[src/rtl/axi_stream_remove_header.sv]
// AXI-Stream header stripper: drops the first N bytes of each packet, realigns the
// payload to the MSB lane and reports the stripped beat once on a header side-port.
module axi_stream_remove_header #(
  parameter int DATA_WD      = 32,
  parameter int DATA_BYTE_WD = DATA_WD / 8,
  parameter int CNT_WD       = $clog2(DATA_BYTE_WD) + 1
) (
  input  logic                    clk,
  input  logic                    rst_n,
  input  logic                    valid_strip,
  input  logic [CNT_WD-1:0]       strip_cnt,
  output logic                    ready_strip,
  input  logic                    valid_in,
  input  logic [DATA_WD-1:0]      data_in,
  input  logic [DATA_BYTE_WD-1:0] keep_in,
  input  logic                    last_in,
  output logic                    ready_in,
  output logic                    valid_out,
  output logic [DATA_WD-1:0]      data_out,
  output logic [DATA_BYTE_WD-1:0] keep_out,
  output logic                    last_out,
  input  logic                    ready_out,
  output logic                    valid_hdr,
  output logic [DATA_WD-1:0]      data_hdr,
  output logic [DATA_BYTE_WD-1:0] keep_hdr
);

  localparam int W = DATA_BYTE_WD;

  // One extra bit so byte totals up to 2W fit.
  typedef logic [CNT_WD:0] cnt_t;

  typedef enum logic [1:0] {IDLE, STREAM, FLUSH} state_t;

  function automatic logic [W-1:0] msb_ones(input cnt_t c);
    logic [W-1:0] m;
    m = '0;
    for (int i = 0; i < W; i++)
      if (cnt_t'(i) < c) m[W-1-i] = 1'b1;
    return m;
  endfunction

  function automatic logic [DATA_WD-1:0] expand(input logic [W-1:0] k);
    logic [DATA_WD-1:0] e;
    for (int i = 0; i < W; i++) e[8*i +: 8] = {8{k[i]}};
    return e;
  endfunction

  // Bytes n..n+W-1 of {hi, lo}, byte 0 being the MSB of hi.
  function automatic logic [DATA_WD-1:0] window(input logic [DATA_WD-1:0] hi,
                                                input logic [DATA_WD-1:0] lo,
                                                input cnt_t n);
    logic [2*DATA_WD-1:0] w;
    w = {hi, lo} << {n, 3'b000};
    return w[2*DATA_WD-1 -: DATA_WD];
  endfunction

  state_t              state_q, state_d;
  cnt_t                n_q, n_d;
  logic                first_q, first_d;
  logic [DATA_WD-1:0]  prev_q, prev_d;
  cnt_t                flush_q, flush_d;
  logic                valid_out_q, valid_out_d;
  logic [DATA_WD-1:0]  data_out_q, data_out_d;
  logic [W-1:0]        keep_out_q, keep_out_d;
  logic                last_out_q, last_out_d;
  logic                valid_hdr_q, valid_hdr_d;
  logic [DATA_WD-1:0]  data_hdr_q, data_hdr_d;
  logic [W-1:0]        keep_hdr_q, keep_hdr_d;

  logic                rdy_strip_c, rdy_in_c, out_en;
  logic                load, ld_last;
  logic [DATA_WD-1:0]  ld_data;
  cnt_t                ld_cnt, k_in, total, strip_n;

  always_comb begin
    state_d     = state_q;
    n_d         = n_q;
    first_d     = first_q;
    prev_d      = prev_q;
    flush_d     = flush_q;
    valid_out_d = valid_out_q & ~ready_out;
    data_out_d  = data_out_q;
    keep_out_d  = keep_out_q;
    last_out_d  = last_out_q;
    valid_hdr_d = 1'b0;
    data_hdr_d  = data_hdr_q;
    keep_hdr_d  = keep_hdr_q;
    rdy_strip_c = 1'b0;
    rdy_in_c    = 1'b0;
    load        = 1'b0;
    ld_data     = '0;
    ld_cnt      = '0;
    ld_last     = 1'b0;

    out_en  = ~valid_out_q | ready_out;
    strip_n = (cnt_t'(strip_cnt) > cnt_t'(W)) ? cnt_t'(W) : cnt_t'(strip_cnt);

    // Non-last beats are full regardless of keep_in.
    k_in = '0;
    for (int i = 0; i < W; i++) k_in = k_in + cnt_t'(keep_in[i]);
    if (!last_in) k_in = cnt_t'(W);
    total = cnt_t'(W) - n_q + k_in;

    case (state_q)
      IDLE: begin
        // Wait for the last output beat to drain before taking a new packet.
        rdy_strip_c = ~valid_out_q;
        if (valid_strip && rdy_strip_c) begin
          n_d     = strip_n;
          first_d = 1'b1;
          state_d = STREAM;
        end
      end
      STREAM: begin
        rdy_in_c = out_en;
        if (valid_in && rdy_in_c) begin
          prev_d = data_in;
          if (first_q) begin
            first_d     = 1'b0;
            data_hdr_d  = data_in;
            keep_hdr_d  = msb_ones(n_q);
            valid_hdr_d = (n_q != '0);
            if (last_in) begin
              state_d = IDLE;
              if (k_in > n_q) begin
                load    = 1'b1;
                ld_data = window(data_in, '0, n_q);
                ld_cnt  = k_in - n_q;
                ld_last = 1'b1;
              end
            end
          end else if (!last_in || total > cnt_t'(W)) begin
            load    = 1'b1;
            ld_data = window(prev_q, data_in, n_q);
            ld_cnt  = cnt_t'(W);
            if (last_in) begin
              flush_d = total - cnt_t'(W);
              state_d = FLUSH;
            end
          end else begin
            load    = 1'b1;
            ld_data = window(prev_q, data_in, n_q);
            ld_cnt  = total;
            ld_last = 1'b1;
            state_d = IDLE;
          end
        end
      end
      FLUSH: begin
        if (out_en) begin
          load    = 1'b1;
          ld_data = window(prev_q, '0, n_q);
          ld_cnt  = flush_q;
          ld_last = 1'b1;
          state_d = IDLE;
        end
      end
      default: state_d = IDLE;
    endcase

    // Lanes beyond the byte count are forced to zero.
    if (load) begin
      valid_out_d = 1'b1;
      keep_out_d  = msb_ones(ld_cnt);
      data_out_d  = ld_data & expand(msb_ones(ld_cnt));
      last_out_d  = ld_last;
    end
  end

  always_ff @(posedge clk) begin
    if (!rst_n) begin
      state_q     <= IDLE;
      n_q         <= '0;
      first_q     <= 1'b0;
      prev_q      <= '0;
      flush_q     <= '0;
      valid_out_q <= 1'b0;
      data_out_q  <= '0;
      keep_out_q  <= '0;
      last_out_q  <= 1'b0;
      valid_hdr_q <= 1'b0;
      data_hdr_q  <= '0;
      keep_hdr_q  <= '0;
    end else begin
      state_q     <= state_d;
      n_q         <= n_d;
      first_q     <= first_d;
      prev_q      <= prev_d;
      flush_q     <= flush_d;
      valid_out_q <= valid_out_d;
      data_out_q  <= data_out_d;
      keep_out_q  <= keep_out_d;
      last_out_q  <= last_out_d;
      valid_hdr_q <= valid_hdr_d;
      data_hdr_q  <= data_hdr_d;
      keep_hdr_q  <= keep_hdr_d;
    end
  end

  assign ready_strip = rst_n & rdy_strip_c;
  assign ready_in    = rst_n & rdy_in_c;
  assign valid_out   = valid_out_q;
  assign data_out    = data_out_q;
  assign keep_out    = keep_out_q;
  assign last_out    = last_out_q;
  assign valid_hdr   = valid_hdr_q;
  assign data_hdr    = data_hdr_q;
  assign keep_hdr    = keep_hdr_q;

endmodule

[config.mk]
export PLATFORM = sky130hd
export DESIGN_NAME = axi_stream_remove_header
export DESIGN_NICKNAME = d
export VERILOG_FILES = /design/src/rtl/axi_stream_remove_header.sv
export SDC_FILE = /design/constraint.sdc
export NUM_CORES = 1
export LEC_CHECK = 0
export BUFFER_PORTS_ARGS = -buffer_cell sky130_fd_sc_hd__buf_4
export CORE_MARGIN = 10
export CORE_UTILIZATION = 40
export CTS_BUF_LIST = sky130_fd_sc_hd__clkbuf_8
export DETAILED_ROUTE_END_ITERATION = 8
export PLACE_DENSITY = 0.63
export SYNTH_ARGS = -nofsm -noshare
export SYNTH_HDL_FRONTEND = slang
export SYNTH_SLANG_ARGS = --single-unit
[constraint.sdc]
create_clock -name clk -period 4.91 [get_ports clk]
set_clock_uncertainty 0.1 [all_clocks]
set_input_delay 0.982 -clock clk [delete_from_list [all_inputs] [get_ports clk]]
set_output_delay 0.982 -clock clk [all_outputs]
set_load 0.03 [all_outputs]
==> impl_table.tex <==
\begin{tabular}{lr}
\hline
Metric & Value \\
\hline
\multicolumn{2}{l}{\textbf{Outcome}} \\
Status & finished, final reports clean \\
\multicolumn{2}{l}{\textbf{Timing}} \\
Sum of negative setup slack & 0 ns \\
Number of hold violations in the final report & 0 \\
Fin. max-slew vios & 0 \\
Final Critical Period & 4.63 ns \\
Post-layout worst setup margin & roughly 0.28 ns \\
Setup Viol. Count Final & 0 \\
Worst-margin pin slew & 1.00 ns \\
Fin crit share & 94.2\% \\
Worst slew margin relative to its limit & 32.7\% \\
Setup repair after global routing missed its margin & no \\
Max Clock Freq & around 220 MHz \\
\multicolumn{2}{l}{\textbf{Power and ir drop}} \\
Peak supply drop & 174 uV \\
Power per cell area & 374 mW/mm2 \\
Lkg Pwr & around 0.0030 uW \\
\multicolumn{2}{l}{\textbf{Worst setup path}} \\
Data arrival time of the critical path & 4.89 ns \\
Cells traversed along the worst timing path & buf\_4 -> inv\_1 -> fa\_1 -> inv\_1 -> ha\_1 -> ha\_1 -> and2\_1 -> ha\_1 -> ha\_1 -> fa\_1 -> xor2\_1 -> inv\_1 -> ha\_1 -> buf\_4 -> o31ai\_1 -> a22oi\_1 -> o21bai\_1 -> a21o\_1 -> o2bb2ai\_1 \\
Start-to-end type of the worst setup path & in -> reg \\
Count of buffering cells on the critical path with inverters included & 5 \\
Top cell by count, worst path & sky130\_fd\_sc\_hd\_\_ha\_1 \\
Delay contributed by the slowest stage of the critical path & around 0.53 ns \\
Startpoint type of the worst setup path & primary input \\
Max FO, Critical Path & 8 \\
Critical path's slowest cell & sky130\_fd\_sc\_hd\_\_fa\_1 \\
Crit-path leading delay family & adder cells \\
CP required & 5.18 ns \\
Kind of end point of the critical path & register \\
\multicolumn{2}{l}{\textbf{Routing}} \\
1st-pass router iterations & 5 \\
Detailed-route wire length per cell & 20.9 um \\
Starting DRC count in detailed routing & slightly above 700 \\
DRC errors left & 0 \\
Via count of the routed design & about 6,400 \\
Final routed wirelength across all metal layers & 23.1 mm \\
Vias per std cell & 5.74 \\
Count of nets left with antenna violations after detail routing & 0 \\
\multicolumn{2}{l}{\textbf{Synth}} \\
Synth Instances & around 780 \\
Post-synthesis cell area & about 0.0066 mm2 \\
Number of flops mapped to enable cells by yosys & 0 \\
Distinct cell type count after synthesis & between 60 and 70 \\
Share of synthesized area occupied by flip-flops and latches & a little over a third \\
Yosys warns & 0 \\
Flip-flop cell with the highest count after synthesis & sky130\_fd\_sc\_hd\_\_dfxtp\_1 \\
Net count after synthesis & 842 \\
Async set or reset register ratio after synthesis & 0\% \\
Average cell area after synthesis & roughly 8.4 um2 \\
Register bit total from synthesis & 117 \\
\multicolumn{2}{l}{\textbf{CTS}} \\
Count of H-tree levels built during CTS & 4 \\
Num CTS Buffers & 17 \\
Hold Buf Count CTS & 0 \\
Number of clock sinks & 117 \\
Clock-pin slew on the worst setup and hold paths & 0.07 ns \\
Total of cells resized after clock tree synthesis & 0 \\
CTS Buffer Depth & 2 \\
Clock network latency to the later pin of the worst-skew pair & 0.45 ns \\
TritonCTS clock tree & yes \\
Number of setup buffers added after CTS & 0 \\
Clock tree root buffer cell & sky130\_fd\_sc\_hd\_\_clkbuf\_8 \\
\multicolumn{2}{l}{\textbf{Finish}} \\
Fraction of layout cells with a size suffix above 1 & $\sim$25\% \\
Multi-input logic area & 0.00386 mm2 \\
Synth-to-layout area growth & 22.9\% \\
Total number of nets in the final design & 939 \\
N\_diodes & 0 \\
Register area & 0.00235 mm2 \\
Most common cell after layout, fill and taps aside & sky130\_fd\_sc\_hd\_\_nand2\_1 \\
Filler instances & 1,549 \\
Highest-count cells in the layout ignoring fill and taps & sky130\_fd\_sc\_hd\_\_nand2\_1 (152), sky130\_fd\_sc\_hd\_\_buf\_4 (139), sky130\_fd\_sc\_hd\_\_a21oi\_1 (120) \\
\multicolumn{2}{l}{\textbf{Die}} \\
Total Die Area & between 0.02 and 0.025 mm2 \\
Y dimension of the die & 148 um \\
Effective utilization at floorplan & between 40\% and 50\% \\
Top Ports & 122 \\
Core region area & 0.0160 mm2 \\
Rows & 46 \\
Floorplan die width & 148 um \\
\multicolumn{2}{l}{\textbf{Place}} \\
HPWL after DPL & 16.2 mm \\
Buffers on Ports & between 100 and 150 \\
Post-place setup slack & -0.118 ns \\
Routability Congestion & approximately 0.95 \\
\multicolumn{2}{l}{\textbf{Global routing}} \\
Tot GR Track Use & about a fifth \\
Remaining global-route overflow & 0 \\
Maximum number of pins on one net before global-route repair & 77 \\
Initial antenna violation count & 0 \\
Number of global-route vias before repair & 5,964 \\
Global-route wire length before repair & about 36 mm \\
\multicolumn{2}{l}{\textbf{Run}} \\
Maximum capacitance violations & 0 \\
\multicolumn{2}{l}{\textbf{Hold path}} \\
Class of the tightest hold or removal check & reg -> reg \\
\hline
\end{tabular}
[tightest hold or removal path: stages, from the launching register on]
cell and delay [ns]:
sky130_fd_sc_hd__dfxtp_1 0.31, sky130_fd_sc_hd__nand2_1 0.05, sky130_fd_sc_hd__a21oi_1 0.05
[where the power goes]
part	internal (uW)	leakage [uW]	switching (uW)
combinational	326	0.00182	566
clock	630	0.000232	417
sequential	1010	0.000947	70.2
total	1970	0.00300	1050
[layer usage]
metal | vias to the layer above | global-route usage (%) | wire length, um
met5 | - | 0 | 0
met3 | 20 | 6.52 | 2430
met4 | 0 | 5.85 | 342
met2 | 335 | 28.3 | 9520
met1 | 2972 | 30.3 | 10800
li1 | 3026 | - | -
[stage by stage]
step                      cells  instance area [um2]  util [%]  hold WS (ns)  power (uW)
final                      1107                 8090      50.6         0.354        3020
after global placement     1075                 7620      47.7         0.341        1970
after detailed placement   1075                 7620      47.7         0.347        1980
after CTS                  1107                 8090      50.6         0.358        3030
after floorplan             781                 6580         -         0.332        1690
after global routing       1107                 8090      50.6         0.372        3180
[final cells by class]
| class | instances | area share, % |
|---|---|---|
| clock buffer | 19 | 3.23 |
| clock inverter | 13 | 2.51 |
| inverter | 21 | 0.974 |
| multi-input combinational | 581 | 47.8 |
| sequential | 117 | 29.0 |
| tap | 216 | 3.34 |
| timing repair buffer | 140 | 13.1 |
[synthesized netlist by cell type, types with 11 or more instances]
cell type / count / area share [%]
sky130_fd_sc_hd__a211oi_1: 11 / 1.3
sky130_fd_sc_hd__a22oi_1: 16 / 1.8
sky130_fd_sc_hd__a32o_1: 11 / 1.7
sky130_fd_sc_hd__dfxtp_1: 117 / 36
sky130_fd_sc_hd__mux2_2: 14 / 2.4
sky130_fd_sc_hd__o21ai_0: 14 / 1.1
sky130_fd_sc_hd__mux2i_1: 44 / 6.7
sky130_fd_sc_hd__nor2_1: 41 / 2.3
sky130_fd_sc_hd__ha_1: 11 / 2.1
sky130_fd_sc_hd__o22ai_1: 18 / 1.7
sky130_fd_sc_hd__inv_1: 21 / 1.2
sky130_fd_sc_hd__a21oi_1: 120 / 9.1
sky130_fd_sc_hd__a22o_1: 12 / 1.6
sky130_fd_sc_hd__buf_2: 20 / 1.5
sky130_fd_sc_hd__nand2_1: 152 / 8.7
sky130_fd_sc_hd__clkbuf_1: 29 / 1.7
[kinds of logic (layout without fill, tap and decap cells)]
group,after synthesis,in the layout,share of synthesized area [%]
AND/OR/NAND/NOR,237,237,15.7
flip-flops,117,117,35.6
multiplexers,66,66,11.8
adder cells (fa/ha/maj),16,16,3.61
AO/OA/AOI/OAI,261,261,27.5
buffers and inverters,83,193,5.70
XOR/XNOR,1,1,0.133
[state kept, by name (all words and copies together), names as in the netlist]
register and count:
keep_out 4, data_hdr 32, state_q 2, keep_hdr 4, n_q 3, prev_q 32, valid_hdr 1, first_q 1
flush_q 4, last_out 1, data_out 32, valid_out 1
[path summary, 6_finish.rpt]
| kind | end | cells after the start | startpoint | slack, ns |
|---|---|---|---|---|
| min reg2reg | data_hdr[25] | 2 | data_hdr[25] | 0.35 |
| max reg2reg | data_out[12] | 13 | n_q[1] | 1.13 |
| max | data_out[12] | 19 | keep_in[0] | 0.28 |
| min | data_hdr[25] | 2 | data_hdr[25] | 0.35 |
No activity file was read; power rests on OpenSTA's default activity.
